<file path="src/rtl/vga_timing_pkg.sv">
// ---------------------------------------------------------------------------
// vga_timing_pkg
// Shared display-timing constants for the 1024x768 @ 60 Hz world display.
// The scaler and colorizer import COORD_W so that every block agrees on the
// pixel coordinate width.
//   COORD_W            : width of pixel_row / pixel_column (12 bits)
//   COORD_MAX          : largest value a coordinate counter can hold
//   DEF_H_* / DEF_V_*  : default 1024x768 @ 60 Hz porch/sync/visible sizes
//   DEF_H_TOT/V_TOT    : derived line and frame totals (1344 / 806)
//   in_window()        : inclusive range test used by the sync decoders
// ---------------------------------------------------------------------------
package vga_timing_pkg;

    localparam int COORD_W   = 12;
    localparam int COORD_MAX = (1 << COORD_W) - 1;

    localparam int DEF_H_VIS  = 1024;
    localparam int DEF_H_FP   = 24;
    localparam int DEF_H_SYNC = 136;
    localparam int DEF_H_BP   = 160;

    localparam int DEF_V_VIS  = 768;
    localparam int DEF_V_FP   = 3;
    localparam int DEF_V_SYNC = 6;
    localparam int DEF_V_BP   = 29;

    localparam int DEF_H_TOT = DEF_H_VIS + DEF_H_FP + DEF_H_SYNC + DEF_H_BP;
    localparam int DEF_V_TOT = DEF_V_VIS + DEF_V_FP + DEF_V_SYNC + DEF_V_BP;

    // Inclusive window test: lo <= v <= hi
    function automatic logic in_window(
        input logic [COORD_W-1:0] v,
        input logic [COORD_W-1:0] lo,
        input logic [COORD_W-1:0] hi
    );
        return (v >= lo) && (v <= hi);
    endfunction

endpackage

</file>
<file path="src/rtl/wrap_counter.sv">
// ---------------------------------------------------------------------------
// wrap_counter
// Free-running up-counter that returns to zero after LAST.
//   clock   : counting clock (rising edge)
//   reset   : asynchronous active-high clear
//   en_i    : advance the count this cycle
//   count_o : current count (registered)
//   wrap_o  : high in the cycle where an enabled count will roll to zero;
//             used to chain a slower counter
// ---------------------------------------------------------------------------
module wrap_counter #(
    parameter int              WIDTH = 12,
    parameter logic [WIDTH-1:0] LAST  = '1
) (
    input  logic             clock,
    input  logic             reset,
    input  logic             en_i,
    output logic [WIDTH-1:0] count_o,
    output logic             wrap_o
);

    logic [WIDTH-1:0] count_q;
    logic [WIDTH-1:0] count_d;

    assign wrap_o = en_i && (count_q == LAST);

    always_comb begin
        count_d = count_q;
        if (wrap_o) begin
            count_d = '0;
        end else if (en_i) begin
            count_d = count_q + WIDTH'(1);
        end
    end

    always_ff @(posedge clock or posedge reset) begin
        if (reset) begin
            count_q <= '0;
        end else begin
            count_q <= count_d;
        end
    end

    assign count_o = count_q;

endmodule

</file>
<file path="src/rtl/vga_timing_gen.sv">
// ---------------------------------------------------------------------------
// vga_timing_gen
// Display timing generator. Horizontal and vertical counters run freely; the
// decoded syncs, video qualifier and coordinates are registered together so
// every output describes the same pixel, one clock behind the counters.
//   clock        : pixel clock (65 MHz for 1024x768 @ 60 Hz)
//   reset        : asynchronous active-high reset
//   horiz_sync   : horizontal sync, active level H_SYNC_POL
//   vert_sync    : vertical sync, active level V_SYNC_POL; toggles only at
//                  the start of a line
//   video_on     : pixel is inside the visible region
//   pixel_row    : current line (keeps counting through blanking)
//   pixel_column : current pixel in the line (keeps counting through blanking)
//   line_start   : one-clock pulse at pixel_column == 0
//   frame_start  : one-clock pulse at pixel (0,0)
// ---------------------------------------------------------------------------
module vga_timing_gen
    import vga_timing_pkg::*;
#(
    parameter int H_VIS      = DEF_H_VIS,
    parameter int H_FP       = DEF_H_FP,
    parameter int H_SYNC     = DEF_H_SYNC,
    parameter int H_BP       = DEF_H_BP,
    parameter int V_VIS      = DEF_V_VIS,
    parameter int V_FP       = DEF_V_FP,
    parameter int V_SYNC     = DEF_V_SYNC,
    parameter int V_BP       = DEF_V_BP,
    parameter bit H_SYNC_POL = 1'b0,
    parameter bit V_SYNC_POL = 1'b0
) (
    input  logic               clock,
    input  logic               reset,
    output logic               horiz_sync,
    output logic               vert_sync,
    output logic               video_on,
    output logic [COORD_W-1:0] pixel_row,
    output logic [COORD_W-1:0] pixel_column,
    output logic               line_start,
    output logic               frame_start
);

    localparam int H_TOT = H_VIS + H_FP + H_SYNC + H_BP;
    localparam int V_TOT = V_VIS + V_FP + V_SYNC + V_BP;

    // Totals must fit the coordinate width or the counters would alias.
    if ((H_TOT > COORD_MAX) || (V_TOT > COORD_MAX)) begin : g_total_range_check
        $error("vga_timing_gen: H_TOT or V_TOT does not fit in COORD_W bits");
    end

    localparam logic [COORD_W-1:0] H_LAST     = COORD_W'(H_TOT - 1);
    localparam logic [COORD_W-1:0] V_LAST     = COORD_W'(V_TOT - 1);
    localparam logic [COORD_W-1:0] H_VIS_END  = COORD_W'(H_VIS);
    localparam logic [COORD_W-1:0] V_VIS_END  = COORD_W'(V_VIS);
    localparam logic [COORD_W-1:0] HS_FIRST   = COORD_W'(H_VIS + H_FP);
    localparam logic [COORD_W-1:0] HS_LAST    = COORD_W'(H_VIS + H_FP + H_SYNC - 1);
    localparam logic [COORD_W-1:0] VS_FIRST   = COORD_W'(V_VIS + V_FP);
    localparam logic [COORD_W-1:0] VS_LAST    = COORD_W'(V_VIS + V_FP + V_SYNC - 1);

    logic [COORD_W-1:0] h_cnt;
    logic [COORD_W-1:0] v_cnt;
    logic               h_wrap;
    logic               v_wrap_unused;  // frame wrap is implied by (0,0) decode

    wrap_counter #(
        .WIDTH (COORD_W),
        .LAST  (H_LAST)
    ) u_h_cnt (
        .clock   (clock),
        .reset   (reset),
        .en_i    (1'b1),
        .count_o (h_cnt),
        .wrap_o  (h_wrap)
    );

    // Vertical counter advances only on the last pixel of each line, so it
    // wraps on the same edge as the horizontal counter at the frame end.
    wrap_counter #(
        .WIDTH (COORD_W),
        .LAST  (V_LAST)
    ) u_v_cnt (
        .clock   (clock),
        .reset   (reset),
        .en_i    (h_wrap),
        .count_o (v_cnt),
        .wrap_o  (v_wrap_unused)
    );

    logic               horiz_sync_q, horiz_sync_d;
    logic               vert_sync_q,  vert_sync_d;
    logic               video_on_q,   video_on_d;
    logic [COORD_W-1:0] pixel_row_q,  pixel_row_d;
    logic [COORD_W-1:0] pixel_col_q,  pixel_col_d;
    logic               line_start_q, line_start_d;
    logic               frame_start_q, frame_start_d;

    always_comb begin
        pixel_col_d   = h_cnt;
        pixel_row_d   = v_cnt;
        horiz_sync_d  = in_window(h_cnt, HS_FIRST, HS_LAST) ? H_SYNC_POL : ~H_SYNC_POL;
        // Depends on v_cnt only, so it can change just when v_cnt does,
        // i.e. at the start of a line.
        vert_sync_d   = in_window(v_cnt, VS_FIRST, VS_LAST) ? V_SYNC_POL : ~V_SYNC_POL;
        video_on_d    = (h_cnt < H_VIS_END) && (v_cnt < V_VIS_END);
        line_start_d  = (h_cnt == '0);
        frame_start_d = (h_cnt == '0) && (v_cnt == '0);
    end

    always_ff @(posedge clock or posedge reset) begin
        if (reset) begin
            pixel_col_q   <= '0;
            pixel_row_q   <= '0;
            horiz_sync_q  <= ~H_SYNC_POL;
            vert_sync_q   <= ~V_SYNC_POL;
            video_on_q    <= 1'b0;
            line_start_q  <= 1'b0;
            frame_start_q <= 1'b0;
        end else begin
            pixel_col_q   <= pixel_col_d;
            pixel_row_q   <= pixel_row_d;
            horiz_sync_q  <= horiz_sync_d;
            vert_sync_q   <= vert_sync_d;
            video_on_q    <= video_on_d;
            line_start_q  <= line_start_d;
            frame_start_q <= frame_start_d;
        end
    end

    assign pixel_column = pixel_col_q;
    assign pixel_row    = pixel_row_q;
    assign horiz_sync   = horiz_sync_q;
    assign vert_sync    = vert_sync_q;
    assign video_on     = video_on_q;
    assign line_start   = line_start_q;
    assign frame_start  = frame_start_q;

endmodule

</file>
<file path="config.mk">
export PLATFORM = sky130hd
export DESIGN_NAME = vga_timing_gen
export DESIGN_NICKNAME = d
export VERILOG_FILES = /design/src/rtl/vga_timing_pkg.sv /design/src/rtl/wrap_counter.sv /design/src/rtl/vga_timing_gen.sv
export SDC_FILE = /design/constraint.sdc
export NUM_CORES = 1
export LEC_CHECK = 0
export ABC_AREA = 0
export BUFFER_PORTS_ARGS = -buffer_cell sky130_fd_sc_hd__buf_2
export CAP_MARGIN = 10
export CORE_MARGIN = 10
export CORE_UTILIZATION = 58
export CTS_BUF_LIST = sky130_fd_sc_hd__clkbuf_8
export DETAILED_ROUTE_END_ITERATION = 10
export PLACE_DENSITY = 0.77
export SLEW_MARGIN = 20
export SYNTH_ARGS = -nofsm -noshare
export SYNTH_HDL_FRONTEND = slang
export SYNTH_SLANG_ARGS = --single-unit
</file>
<file path="constraint.sdc">
create_clock -name clock -period 2.2 [get_ports clock]
set_clock_uncertainty 0.2 [all_clocks]
set_input_delay 0.22 -clock clock [delete_from_list [all_inputs] [get_ports clock]]
set_output_delay 0.22 -clock clock [all_outputs]
set_load 0.05 [all_outputs]
</file>
==> results.yml, run 1 <==
route:
  wirelength_mm: 3.92
  wire_per_inst_um: 15.0
  drtPass1Iterations: 4
  drtIter0Drc: 90
  via_per_inst: 5.49
  drcViolationCount: 0
  drtAntennaViolNets: 0
  vias: 1439
timing:
  hold_viol_final: 0
  rsz0062_at_grt: "no"
  fin_crit_sh_pct: 92.2
  slew_viol_final: 0
  max_slew_margin_pct: 58.9
  tns_ns: 0
  fin_hold_ws_ns: 0.256
  worst_slew_pin_slew_ns: 0.617
  setup_violations: 0
  fin_crit_ns: 2.03
  max_freq_mhz: 493
final_layout:
  finalInstanceArea_mm2: 0.00246
  syn2layout_area_growth_pct: 17.8
  nets: 222
  final_cells: 262
  fin_util_pct: 72.0
  n_antenna_cell: 0
  drive_gt1_share_pct: 26.4
power_and_ir_drop:
  leakage_nw: 1.26
  p_comb_share_pct: 1.4
  ir_worst_vdd_uv: 514
  p_sw_share_pct: 20.1
  clock_power_share_pct: 35.3
  p_seq_share_pct: 63.3
  powerDensity_mw_per_mm2: 625
  power.internal_w: 0.00123
  p_sw_w: 0.000310
setup_path:
  worst_setup_path_end_kind: "flip-flop"
  critPathMaxFanout: 6
  r2r_cells: 5
  worstPathRequired_ns: 2.19
  crit_path_start: "u_h_cnt.count_o[0]$_DFF_PP0_"
  cp.arrival_ns: 2.02
  timing.rr.end: "u_v_cnt.count_o[2]$_DFFE_PP0P_"
  path_class: "flip-flop to flip-flop"
  cp_slowest_stage_delay_ns: 0.48
  crit-reg2reg-launch: "u_h_cnt.count_o[0]$_DFF_PP0_"
  crit_end: "u_v_cnt.count_o[2]$_DFFE_PP0P_"
  critical_path.cell_chain: "ha_1 -> nand2_1 -> nor4b_4 -> o21ai_0 -> a22o_1"
  cp-start-kind: "flip-flop"
  r2r_slack_ns: 0.17
  cp_slowest_cell: "nor4b_4"
grt:
  use_met1_pct: 14.8
  grt_use_met2_pct: 21.3
  grtUsageMet3_pct: 4.17
  busiest_layer: "met2"
  grt_overflow: 0
  grt_pass1_wl_mm: 6.63
  grt_use_total_pct: 12.9
  antenna_found_initial: 0
  grt_pass1_vias: 1445
  grt_max_degree: 54
die:
  die_x_um: 80.0
  die_h_um: 80.0
  dieArea_mm2: 0.00640
  start_util_pct: 61.1
  ios: 31
  num_rows: 21
  core_area_mm2: 0.00342
worst_hold_path:
  hold_path.class: "flip-flop to flip-flop"
  holdPathStages: 0
run:
  maxCapViolations: 0
synthesis:
  synth_nets: 177
  synth_warnings: 0
  synth-seq-cells: 53
  synth_top_area_share_pct: 61.2
  syn_area_mm2: 0.00209
  synthCells: 170
  synth_area_leaders: "dfrtp_1 (61%), ha_1 (3.0%), xor2_1 (2.9%)"
  yosysTopAreaCell: "dfrtp_1"
  seq_area_frac_synth_pct: 63.7
  ys_types: 36
  avgSynthCellArea_um2: 12.3
clocking:
  cts.path.max_buffers: 2
  cts_sinks: 53
  clk_latency_ns: 0.30
  cts_tree: "done"
  path_clk_slew_ns: 0.09
  clock-root-buffer: "clkbuf_8"
  cts-buffers-inserted: 5
  h-tree-depth: 2
outcome:
  status: "finished clean"
placed_design:
  gp_congestion: 0.864
  placedCellCount: 253
  dp_hpwl_mm: 2.78
  place_area_mm2: 0.00235
  portBuffers: 30
power by group through the flow:
stage	registers, W	logic [W]	clock network, W
6_report	0.000973	0.0000208	0.000543
4_1_cts	0.000973	0.0000223	0.000556
3_3_place_gp	0.000993	0.0000202	0
2_1_floorplan	0.000993	0.0000142	0
3_5_place_dp	0.000993	0.0000209	0
5_1_grt	0.000974	0.0000249	0.000601
worst min path at each step:
stage	startpoint	slack, ns	end
final	u_v_cnt.count_o[11]$_DFFE_PP0P_	0.26	pixel_row[11]$_DFF_PP0_
after CTS	u_h_cnt.count_o[1]$_DFF_PP0_	0.25	pixel_column[1]$_DFF_PP0_
after floorplan	u_h_cnt.count_o[6]$_DFF_PP0_	0.15	pixel_column[6]$_DFF_PP0_
after global routing	u_h_cnt.count_o[1]$_DFF_PP0_	0.28	pixel_column[1]$_DFF_PP0_
after detailed placement	reset	0.22	pixel_column[6]$_DFF_PP0_
after global placement	reset	0.21	pixel_column[6]$_DFF_PP0_
sequential cells by signal, indices dropped and copies added (netlist names):
register         count
vert_sync            1
frame_start          1
horiz_sync           1
u_h_cnt.count_o     12
pixel_column        12
pixel_row           12
video_on             1
line_start           1
u_v_cnt.count_o     12
cells by family after synthesis:
group	after synthesis	share of synthesized area, %
AND/OR/NAND/NOR	71	20.5
flip-flops	53	63.7
AO/OA/AOI/OAI	19	5.46
XOR/XNOR	11	4.62
buffers and inverters	10	2.22
adder cells (fa/ha/maj)	5	3.00
multiplexers	1	0.540
timing repair:
item	CTS	global route
gates resized for setup	0	1
hold buffers	1	0
endpoints found under the hold margin	51	0
endpoints found under the setup margin	0	6
setup buffers	0	0
critical path: cells and delay by family, from the launching register on:
family	cells	cell delay, ns
flops	1	0.41
simple gates	2	0.64
fa+ha+maj	1	0.27
compound gates	2	0.41
metal layers:
metal,vias to the layer above,part of all wire [%]
li1,692,-
met1,709,43
met2,33,48
met3,5,7.3
met4,0,1.4
met5,-,0
final cells by class:
class                           count  area, um2
Clock buffer                        6       82.6
Clock inverter                      2       11.3
Fill cell                         273        957
Inverter                            8       30.0
Multi-Input combinational cell    107        721
Sequential cell                    53       1330
Tap cell                           46       57.6
Timing Repair Buffer               40        228
through the flow:
stage	worst slack [ns]	power, W
floorplan	0.248	0.00101
global placement	0.146	0.00101
detailed placement	0.140	0.00101
CTS	0.0910	0.00155
global route	0.0225	0.00160
finish	0.171	0.00154
cell usage after synthesis:
master	n
dfrtp_1	51
nand2_1	12
nand3_1	9
and3_1	8
inv_1	8
nor2_1	8
o21ai_0	7
xor2_1	7
nor3_1	6
ha_1	5
nand4_1	5
a21oi_1	4
nor4_1	4
xnor2_1	4
a22o_1	3
or3_1	3
or4_1	3
dfstp_2	2
nand2b_1	2
o21ai_1	2
or4_4	2
a211oi_1	1
a21o_1	1
and2_1	1
and2_2	1
and4bb_2	1
buf_6	1
clkbuf_2	1
mux2_2	1
nand4b_1	1
nand4b_2	1
nor2b_1	1
nor4b_1	1
nor4b_4	1
o211ai_1	1
or2_2	1
layout by cell type, fill, tap and decap left out:
cell type,netlist,routed
mux2_2,1,1
buf_2,0,30
xnor2_1,4,4
clkinvlp_4,0,1
a22o_1,3,3
nand3_1,9,9
inv_1,8,8
inv_2,0,1
or3_1,3,3
nand4b_1,1,1
and3_1,8,8
o21ai_1,2,2
o21ai_0,7,7
xor2_1,7,7
dfrtp_1,51,51
dlygate4sd3_1,0,1
a21o_1,1,1
ha_1,5,5
a211oi_1,1,1
nand4b_4,0,1
nor2_1,8,8
o211ai_1,1,1
or4_4,2,2
nand2b_1,2,2
nor3_1,6,6
nor4_1,4,4
a21oi_1,4,4
nor2b_1,1,1
nand2_1,12,12
or4_1,3,3
nor4b_1,1,1
nand4_1,5,5
clkbuf_8,0,6
buf_4,0,9
dfstp_2,2,2
and4bb_2,1,1
and2_1,1,1
nor4b_4,1,1
and2_2,1,1
or2_2,1,1
(Power assumes the default switching activity.)
==> run 2: changes to the inputs <==
--- a/config.mk
+++ b/config.mk
@@ -9,10 +9,10 @@
 export BUFFER_PORTS_ARGS = -buffer_cell sky130_fd_sc_hd__buf_2
 export CAP_MARGIN = 10
 export CORE_MARGIN = 10
-export CORE_UTILIZATION = 58
+export CORE_UTILIZATION = 50
 export CTS_BUF_LIST = sky130_fd_sc_hd__clkbuf_8
 export DETAILED_ROUTE_END_ITERATION = 10
-export PLACE_DENSITY = 0.77
+export PLACE_DENSITY = 0.71
 export SLEW_MARGIN = 20
 export SYNTH_ARGS = -nofsm -noshare
 export SYNTH_HDL_FRONTEND = slang
==> run 2 against run 1 <==
  * Die area increased by 12%
  * Highest routed layer unchanged
  * Final area increased by 1.6%
  * Register-to-register slack worse by 0.07 ns
  * Clock-buffer cell count did not move
  * Hold slack got worse by 0.020 ns
  * Non-clock buffer count decreased by 1
  * Clock power increased by 22%
  * Largest power group unchanged
==> results.yml, run 2 (synthesis gave the netlist of run 1 again) <==
grt:
  grt_overflow: 0
  grt_pass1_wl_mm: 7.58
  grt_use_total_pct: 12.8
  antenna_found_initial: 0
  grt_pass1_vias: 1569
  grt_max_degree: 54
die:
  ios: 31
  die_h_um: 84.6
  die_x_um: 84.6
  num_rows: 23
  start_util_pct: 51.8
  dieArea_mm2: 0.00716
  core_area_mm2: 0.00403
route:
  via_per_inst: 5.62
  drcViolationCount: 0
  vias: 1489
  drtIter0Drc: 123
  drtPass1Iterations: 4
  wire_per_inst_um: 16.6
  drtAntennaViolNets: 0
  wirelength_mm: 4.40
power_and_ir_drop:
  leakage_nw: 1.27
  p_seq_share_pct: 58.7
  ir_worst_vdd_uv: 357
  power_w: 0.00166
  p_sw_share_pct: 18.9
  clock_power_share_pct: 39.9
  powerDensity_mw_per_mm2: 664
  p_comb_share_pct: 1.5
  p_sw_w: 0.000313
  power.internal_w: 0.00135
final_layout:
  multi_input_area_um2: 727
  final_common_cell: "dfrtp_1"
  final_cell_mix: "dfrtp_1 (51), buf_2 (30), nand2_1 (12), nand3_1 (9)"
  drive_gt1_share_pct: 26.5
  final_cells: 265
  nets: 221
  finalInstanceArea_mm2: 0.00250
  fin_util_pct: 62.0
  fillers: 340
  syn2layout_area_growth_pct: 19.7
  n_antenna_cell: 0
  regArea_mm2: 0.00133
placed_design:
  portBuffers: 30
  placedCellCount: 256
  place_area_mm2: 0.00236
  gp_congestion: 0.881
  dp_hpwl_mm: 3.04
worst_hold_path:
  hold_path.class: "flip-flop to flip-flop"
setup_path:
  cp.arrival_ns: 2.05
  critPathMaxFanout: 5
  worst-path-buf-inv: 0
  path_common_cell: "or4_4"
  worst_setup_path_end_kind: "flip-flop"
  cp_slowest_stage_delay_ns: 0.53
  cp_slowest_cell: "or4_4"
  crit_family: "simple AND/OR/NAND/NOR gates"
  path_class: "flip-flop to flip-flop"
  worstPathRequired_ns: 2.15
  critical_path.cell_chain: "or4_4 -> or4_4 -> nand3_1 -> o21ai_0"
  cp-start-kind: "flip-flop"
clocking:
  cts_tree: "done"
  cts.path.max_buffers: 2
  post-cts-setup-buffers: 0
  clock-root-buffer: "clkbuf_8"
  h-tree-depth: 2
  path_clk_slew_ns: 0.09
  cts-buffers-inserted: 5
  clk_latency_ns: 0.30
  cts_sinks: 53
timing:
  tns_ns: 0
  worst_slew_pin_slew_ns: 0.424
  setup_violations: 0
  fin_crit_ns: 2.10
  fin_crit_sh_pct: 95.5
  slew_viol_final: 0
  max_freq_mhz: 476
  rsz0062_at_grt: "no"
  hold_viol_final: 0
  max_slew_margin_pct: 71.6
run:
  maxCapViolations: 0
outcome:
  status: "finished clean"
[run 2: through the flow]
stage | worst slack [ns] | hold WS [ns]
after detailed placement | 0.115 | 0.0874
after CTS | 0.103 | 0.243
final | 0.0991 | 0.236
after floorplan | 0.248 | 0.153
after global placement | 0.215 | 0.0809
after global routing | 0.0500 | 0.272
[run 2: power groups by stage]
stage | Sequential [W] | Combinational (W) | Clock, W
3_5_place_dp | 0.000993 | 0.0000246 | 0
3_3_place_gp | 0.000993 | 0.0000236 | 0
2_1_floorplan | 0.000993 | 0.0000142 | 0
6_report | 0.000973 | 0.0000241 | 0.000661
5_1_grt | 0.000974 | 0.0000287 | 0.000723
4_1_cts | 0.000973 | 0.0000261 | 0.000673
[run 2: area by class of cell]
class                   count  area share (%)
clock buffers               6            3.31
repair buffers             39            9.32
clock inverters             2            1.35
inverters                   8            1.20
well taps                  50            2.51
multi-input cells         107            29.1
flip-flops and latches     53            53.2
[run 2: timing repair]
item,CTS,global route
gates resized for setup,1,1
endpoints found under the hold margin,51,0
setup endpoints to repair,1,7
pin swaps,0,1
hold buffers,1,0
[run 2: routing by layer]
metal | vias to the layer above | routed length [um] | global-route usage (%)
li1 | 686 | - | -
met5 | - | 0 | 0
met3 | 14 | 307 | 5.31
met1 | 744 | 1850 | 14.9
met4 | 0 | 121 | 5.54
met2 | 45 | 2120 | 20.4
[run 2: worst paths after layout]
| path | from | depth (start not counted) | slack (ns) | end |
|---|---|---|---|---|
| max in group asynchronous | reset | 4 | 1.23 | horiz_sync$_DFF_PP1_ |
| min | u_h_cnt.count_o[1]$_DFF_PP0_ | 0 | 0.24 | pixel_column[1]$_DFF_PP0_ |
| min in group asynchronous | reset | 4 | 0.30 | u_h_cnt.count_o[10]$_DFF_PP0_ |
| max | u_v_cnt.count_o[6]$_DFFE_PP0P_ | 4 | 0.1 | u_v_cnt.count_o[0]$_DFFE_PP0P_ |
| min reg2reg | u_h_cnt.count_o[1]$_DFF_PP0_ | 0 | 0.24 | pixel_column[1]$_DFF_PP0_ |
| max reg2reg | u_v_cnt.count_o[6]$_DFFE_PP0P_ | 4 | 0.1 | u_v_cnt.count_o[0]$_DFFE_PP0P_ |
